--- config.mk ---
export PLATFORM = sky130hd
export DESIGN_NAME = mux4_rr_arbiter
export DESIGN_NICKNAME = d
export VERILOG_FILES = /design/src/rtl/mux4_rr_arbiter.sv
export SDC_FILE = /design/constraint.sdc
export NUM_CORES = 1
export LEC_CHECK = 0
export CAP_MARGIN = 20
export CORE_UTILIZATION = 30
export CTS_CLUSTER_DIAMETER = 120
export CTS_CLUSTER_SIZE = 12
export DETAILED_ROUTE_END_ITERATION = 7
export GPL_ROUTABILITY_DRIVEN = 0
export GPL_TIMING_DRIVEN = 0
export HOLD_SLACK_MARGIN = 0.03
export REMOVE_ABC_BUFFERS = 1
export SYNTH_ARGS = -nofsm -noshare
export SYNTH_HDL_FRONTEND = slang
export SYNTH_SLANG_ARGS = --single-unit
--- constraint.sdc ---
create_clock -name clk -period 4.4 [get_ports clk]
set_clock_uncertainty 0.1 [all_clocks]
set_input_delay 0.44 -clock clk [delete_from_list [all_inputs] [get_ports clk]]
set_output_delay 0.44 -clock clk [all_outputs]
set_load 0.005 [all_outputs]
--- src/rtl/mux4_rr_arbiter.sv ---
// rtl/mux4_rr_arbiter.sv - round-robin arbiter driving a shared 4-to-1 mux
// Grants one requester at a time, bounds each grant to BURST cycles, gates the mux output.

module mux4_gate (
  input  logic [3:0] d,
  input  logic       s1,
  input  logic       s0,
  output logic       y
);
  assign y = (d[0] & ~s1 & ~s0) |
             (d[1] & ~s1 &  s0) |
             (d[2] &  s1 & ~s0) |
             (d[3] &  s1 &  s0);
endmodule

module mux4_rr_arbiter #(
  parameter int BURST = 4,
  parameter int CW    = 4
) (
  input  logic       clk,
  input  logic       rst_n,
  input  logic [3:0] req,
  input  logic [3:0] d,
  output logic       s1,
  output logic       s0,
  output logic [3:0] gnt,
  output logic       valid,
  output logic       o
);
  typedef enum logic {IDLE, GRANT} state_t;

  state_t          state_q, state_d;
  logic [1:0]      idx_q, idx_d;
  logic [1:0]      ptr_q, ptr_d;
  logic [1:0]      sel_q, sel_d;
  logic [CW-1:0]   cnt_q, cnt_d;
  logic [3:0]      gnt_q, gnt_d;
  logic [2:0]      win, win_rel;
  logic [1:0]      rel_ptr;
  logic            mux_y;

  // Returns {found, index}; the lowest offset from p wins, wrapping mod 4.
  function automatic logic [2:0] find_winner(input logic [3:0] r, input logic [1:0] p);
    logic [2:0] res;
    logic [1:0] j;
    res = 3'b000;
    for (int k = 3; k >= 0; k--) begin
      j = p + 2'(k);
      if (r[j]) res = {1'b1, j};
    end
    return res;
  endfunction

  always_comb begin
    state_d = state_q;
    idx_d   = idx_q;
    ptr_d   = ptr_q;
    sel_d   = sel_q;
    cnt_d   = cnt_q;
    gnt_d   = gnt_q;
    rel_ptr = idx_q + 2'd1;
    win     = find_winner(req, ptr_q);
    win_rel = find_winner(req, rel_ptr);
    case (state_q)
      IDLE: begin
        gnt_d = 4'b0000;
        if (win[2]) begin
          state_d = GRANT;
          idx_d   = win[1:0];
          sel_d   = win[1:0];
          gnt_d   = 4'b0001 << win[1:0];
          cnt_d   = CW'(1);
        end
      end
      GRANT: begin
        if (req[idx_q] && (cnt_q < CW'(BURST))) begin
          cnt_d = cnt_q + CW'(1);
        end else begin
          // Release: pointer moves past the holder, then re-arbitrate on the same edge.
          ptr_d = rel_ptr;
          if (win_rel[2]) begin
            idx_d = win_rel[1:0];
            sel_d = win_rel[1:0];
            gnt_d = 4'b0001 << win_rel[1:0];
            cnt_d = CW'(1);
          end else begin
            state_d = IDLE;
            gnt_d   = 4'b0000;
            cnt_d   = '0;
          end
        end
      end
      default: begin
        state_d = IDLE;
        gnt_d   = 4'b0000;
      end
    endcase
  end

  always_ff @(posedge clk or negedge rst_n) begin
    if (!rst_n) begin
      state_q <= IDLE;
      idx_q   <= 2'd0;
      ptr_q   <= 2'd0;
      sel_q   <= 2'd0;
      cnt_q   <= '0;
      gnt_q   <= 4'b0000;
    end else begin
      state_q <= state_d;
      idx_q   <= idx_d;
      ptr_q   <= ptr_d;
      sel_q   <= sel_d;
      cnt_q   <= cnt_d;
      gnt_q   <= gnt_d;
    end
  end

  mux4_gate u_mux (
    .d  (d),
    .s1 (sel_q[1]),
    .s0 (sel_q[0]),
    .y  (mux_y)
  );

  assign s1    = sel_q[1];
  assign s0    = sel_q[0];
  assign gnt   = gnt_q;
  assign valid = (state_q == GRANT);
  assign o     = mux_y & valid;
endmodule

# Word level (Yosys, flattened, before mapping)

Cells that the tools add are included.

Register bits after elaboration: 13
Bits of input ports: 10

Add/sub/neg operators: 8
Magnitude comparators: 10
Equality and inequality tests: 3
Shift operators: 2
Multiplexer cells: 42
Bitwise gates (word level): 16
Reductions and logical operators: 3

Operators with widths:

| operator                                                                 | count |
|---|---|
| 2-bit by 3-bit < comparator with 1-bit output (second input constant)    | 9 |
| 3-bit two-way mux                                                        | 8 |
| 4-bit two-way mux                                                        | 5 |
| 1-bit binary-select mux with 2-bit select                                | 9 |
| 4-bit case mux with 2 select lines                                       | 2 |
| 1-bit two-way mux                                                        | 13 |
| 1-bit bitwise AND                                                        | 9 |
| 2-bit adder (second input constant)                                      | 4 |
| 1-bit by 2-bit left shift with 4-bit output (first input constant)       | 2 |
| 2-bit by 1-bit adder with 2-bit output (second input constant)           | 3 |
| 2-bit two-way mux                                                        | 3 |
| 4-bit by 1-bit adder with 4-bit output (second input constant)           | 1 |
| 4-bit by 3-bit < comparator with 1-bit output (second input constant)    | 1 |
| 2-bit inequality test (second input constant)                            | 2 |
| 1-bit NOT                                                                | 4 |
| 2-bit case mux with 2 select lines                                       | 1 |
| 1-bit OR                                                                 | 3 |
| 3-bit AND reduction                                                      | 1 |
| 2-bit by 1-bit inequality test with 1-bit output (second input constant) | 1 |
| 1-bit case mux with 2 select lines                                       | 1 |
| 2-bit AND reduction                                                      | 1 |
| 1-bit logical AND                                                        | 1 |

# Longest topological paths before layout

Word-level depth: 12
Depth in mapped cells: 7
Depth with buffers taken out: 5

# By module

Synthesis repeated with hierarchy kept, for this count alone.

Cell total of the unflattened synthesis: 88
Area, all modules: 825.8 um2

By module, submodules not included:

| module          | instances | cells each | area an instance (um2) |
|---|---|---|---|
| mux4_rr_arbiter | 1         | 87         | 803.3 |
| mux4_gate       | 1         | 1          | 22.5 |

# Worst setup path before layout

No wires, ideal clock.

Path type: input to register
From: input req[1]
To: register sel_q[1]
Library setup time: 0.127 ns
Arrival time: 1.844 ns
Required time: 4.173 ns
Path slack: 2.328 ns
Stages: 7
Path buffers: 2
Cells stage by stage: buf_2 -> mux4_2 -> nor3b_2 -> and2_4 -> buf_6 -> nor2_4 -> mux2_1

Cells in the longest elaborated chain, start to end: 9

RTL lines:

| element                                   | line | RTL |
|---|---|---|
| from (decl)                               | 22   | `input logic [3:0] req,` |
| 1-bit binary-select mux with 2-bit select | 49   | `if (r[j]) res = {1'b1, j};` |
| 1-bit two-way mux (not written as such)   | 49   |  |
| 3-bit two-way mux (4 in a row)            | 49   |  |
| 2-bit two-way mux                         | 81   | `if (win_rel[2]) begin` |
| 2-bit two-way mux                         | 76   | `if (req[idx_q] && (cnt_q < CW'(BURST))) begin` |
| 2-bit case mux with 2 select lines        | 64   | `case (state_q)` |
| to (signal assigned)                      | 112  | `sel_q <= sel_d;` |
| to (decl)                                 | 35   | `logic [1:0] sel_q, sel_d;` |

Several ways; a longest one is shown, not always the timed one. The select of a mux whose other input is x is not followed.
A chain may end at the register's enable or synchronous reset.

# Worst setup path after layout

From: register sel_q[0]
To: output o

Cells in the longest elaborated chain, start to end: 6

RTL lines:

| element               | line   | RTL |
|---|---|---|
| 1-bit NOT             | 10, 12 |  |
| 1-bit bitwise AND     | 10     | `assign y = (d[0] & ~s1 & ~s0) \|` |
| 1-bit OR              | 10     |  |
| 1-bit OR              | 11     | `(d[1] & ~s1 & s0) \|` |
| 1-bit OR (*)          | 12     | `(d[2] & s1 & ~s0) \|` |
| 1-bit bitwise AND (*) | 129    | `assign o = mux_y & valid;` |
| to (decl)             | 28     | `output logic o` |

Every way passes the cells marked *; elsewhere a longest branch is shown, timed or not.

==> impl_metrics.json <==
{
  "outcome": "finished clean",
  "tritoncts": "yes",
  "p_per_area_mw_per_mm2": 574,
  "dp_hpwl_um": 1250,
  "ys_seq_area_share_pct": 38.0,
  "clock_path_buffers": 2,
  "syn_inst": 84,
  "post_cts_buffers": 0,
  "grt_pass1_wl_um": 2800,
  "gr-total-overflow": 0,
  "track_usage_pct": 11.6,
  "cp_slowest_cell": "mux4_1",
  "clock_sinks": 13,
  "synthSimpleGateAreaFrac_pct": 23.1,
  "power.total_w": 0.000596,
  "clk_pin_slew_worst_paths_ns": 0.07,
  "final_layout_size_suffix_gt1_share_pct": 11.1,
  "finalHoldViolCount": 0,
  "io_pins": 18,
  "dieArea_sq_mm": 0.00307,
  "cts_root_buf": "clkbuf_4",
  "finalSetupViolCount": 0,
  "hp-class": "reg2reg",
  "fp.coreArea_sq_mm": 0.00273,
  "worstSetupEndpointType": "output port",
  "cpLargestDelayFamily": "multiplexers",
  "hold_buffers": 0,
  "syn-cell-area_sq_um": 856,
  "finalCritPeriodShare_pct": 58.1,
  "multi_input_area_sq_um": 464,
  "required_ns": 3.86,
  "switching_share_pct": 37.2,
  "post-synth-top-count-cell": "dfrtp_1",
  "synth_edf_count": 0,
  "drt_iter0_markers": 17,
  "clk_latency_ns": 0.27,
  "drc_errors": 0,
  "fin_util_pct": 38.0,
  "die_h_um": 55.4,
  "synth_xor_area_share_pct": 1.02,
  "worst_setup_path_start_kind": "register",
  "vias": 694,
  "wl_per_cell_um": 12.5,
  "die_w_um": 55.4,
  "grt_max_degree": 16,
  "grt_pass1_vias": 603,
  "firstDrtPassIters": 4,
  "yosys_most_used_dff": "dfrtp_1",
  "yosys-top-cells-area": "dfrtp_1, nand2_1, mux4_1",
  "synth.ff_latch_count": 13,
  "rsz0062_at_grt": "false",
  "maxCapViolations": 0,
  "power.share.sequential_pct": 37.0,
  "syn2layout_area_growth_pct": 21.5,
  "ctsHtreeMaxLevel": 1,
  "routed_via_density": 5.34,
  "n_fill_cell": 274,
  "cp.arrival_ns": 2.02,
  "intPower_w": 0.000374,
  "cpPeakStageDelay_ns": 0.59,
  "clock.fmax_ghz": 0.391,
  "port-buffer-count": 17,
  "cts_buffers": 3,
  "antenna_found_initial": 0,
  "combinationalPowerShare_pct": 51.2,
  "clockPowerShare_pct": 11.8,
  "cellLeakagePower_nw": 0.419,
  "post-route-min-period_ns": 2.56,
  "finalSetupTns_ns": 0,
  "synth.area.mux_share_pct": 10.8,
  "synth_area_per_cell_sq_um": 10.2,
  "tightest_slew_ns": 0.733,
  "ant_nets": 0,
  "ys_types": 41,
  "synthTopCellsByCount": "dfrtp_1, nand2_1, a21oi_1, nor2_1, o21ai_1",
  "crit_fanout": 9,
  "wirelength_um": 1630,
  "path_buf_inv": 1,
  "synth_top_area_share_pct": 38.0,
  "regArea_sq_um": 325,
  "synthAdderAreaFrac_pct": 1.46,
  "path_class": "reg2out",
  "yosys_warnings": 0,
  "cts_resized": 0,
  "async_flop_share_pct": 100,
  "drv_slew": 0,
  "worst_ir_drop_vdd_v": 0.000392,
  "cp_cell_sequence": "mux4_1, and2_1, clkdlybuf4s50_1",
  "start_util_pct": 31.3,
  "n_antenna_cell": 0,
  "slew_headroom_pct": 50.8,
  "synth-compound-area-share_pct": 17.8,
  "synth_top_area_cell": "dfrtp_1",
  "synth_top_family_by_area": "simple AND/OR/NAND/NOR gates",
  "p_sw_w": 0.000222,
  "nNetsFinal": 111,
  "rows": 19
}
==> metal layers <==
| metal | part of all wire [%] | vias up | track usage, % |
|---|---|---|---|
| met3 | 6.8 | 2 | 4.92 |
| met5 | 0 | - | 0 |
| met1 | 48 | 326 | 16.1 |
| met2 | 44 | 23 | 17.4 |
| met4 | 0.49 | 0 | 1.07 |
| li1 | - | 343 | - |
==> layout make-up <==
class                   count  area share (%)
clock buffers               4            2.53
inverters                   4            1.44
multi-input cells          61            44.6
flip-flops and latches     13            31.3
well taps                  31            3.73
repair buffers             17            16.4
==> power by group through the flow <==
| stage | Combinational (W) | Sequential (W) | Clock, W |
|---|---|---|---|
| floorplan | 0.000201 | 0.000214 | 0 |
| global placement | 0.000304 | 0.000224 | 0 |
| detailed placement | 0.000307 | 0.000225 | 0 |
| CTS | 0.000308 | 0.000223 | 0.0000745 |
| global route | 0.000341 | 0.000232 | 0.0000802 |
| finish | 0.000305 | 0.000221 | 0.0000704 |
==> flip-flops by register name, summed over array words and instances (netlist names) <==
name / cells
ptr_q: 2
valid: 1
cnt_q: 4
gnt: 4
sel_q: 2
==> cell usage in the layout (no fill, tap or decap), types with 2 or more instances in the layout <==
cell	n
a22o_1	2
dfrtp_1	13
a21oi_1	4
a31oi_1	2
inv_1	3
mux2_1	2
nor2_1	4
a211oi_1	3
nand2b_1	3
o21ai_1	4
and2_1	2
or3b_1	2
clkbuf_4	3
nor4_1	2
nand2_1	8
clkdlybuf4s50_1	17
nor3_1	2
==> worst min-delay path: cells and delay by family (launching register included) <==
kind / cells / cell delay, ns
DFF: 1 / 0.34
and+or+nand+nor: 1 / 0.06
AOI/OAI and AO/OA: 1 / 0.06
==> through the flow <==
step | cells | hold WS (ns) | setup slack, ns | area [sq um]
global route | 130 | 0.426 | 1.72 | 1040
CTS | 130 | 0.401 | 1.79 | 1040
detailed placement | 126 | 0.384 | 1.82 | 1010
finish | 130 | 0.391 | 1.84 | 1040
global placement | 126 | 0.383 | 1.82 | 1010
floorplan | 78 | 0.0444 | 2.43 | 805
==> kinds of logic after synthesis <==
family | Yosys count
simple gates | 31
compound gates | 22
flops | 13
buf+inv | 10
mux | 6
xor+xnor | 1
fa+ha+maj | 1
==> final timing paths <==
path	start	to	slack [ns]	cells past startpoint
max	sel_q[0]$_DFFE_PN0P_	o	1.84	3
min reg2reg	gnt[1]$_DFFE_PN0P_	gnt[1]$_DFFE_PN0P_	0.39	2
max reg2reg	sel_q[0]$_DFFE_PN0P_	sel_q[1]$_DFFE_PN0P_	2.28	5
max in group asynchronous	rst_n	sel_q[0]$_DFFE_PN0P_	3.39	1
min	gnt[1]$_DFFE_PN0P_	gnt[1]$_DFFE_PN0P_	0.39	2
min in group asynchronous	rst_n	cnt_q[0]$_DFFE_PN0P_	0.44	1
(Power assumes the default switching activity.)
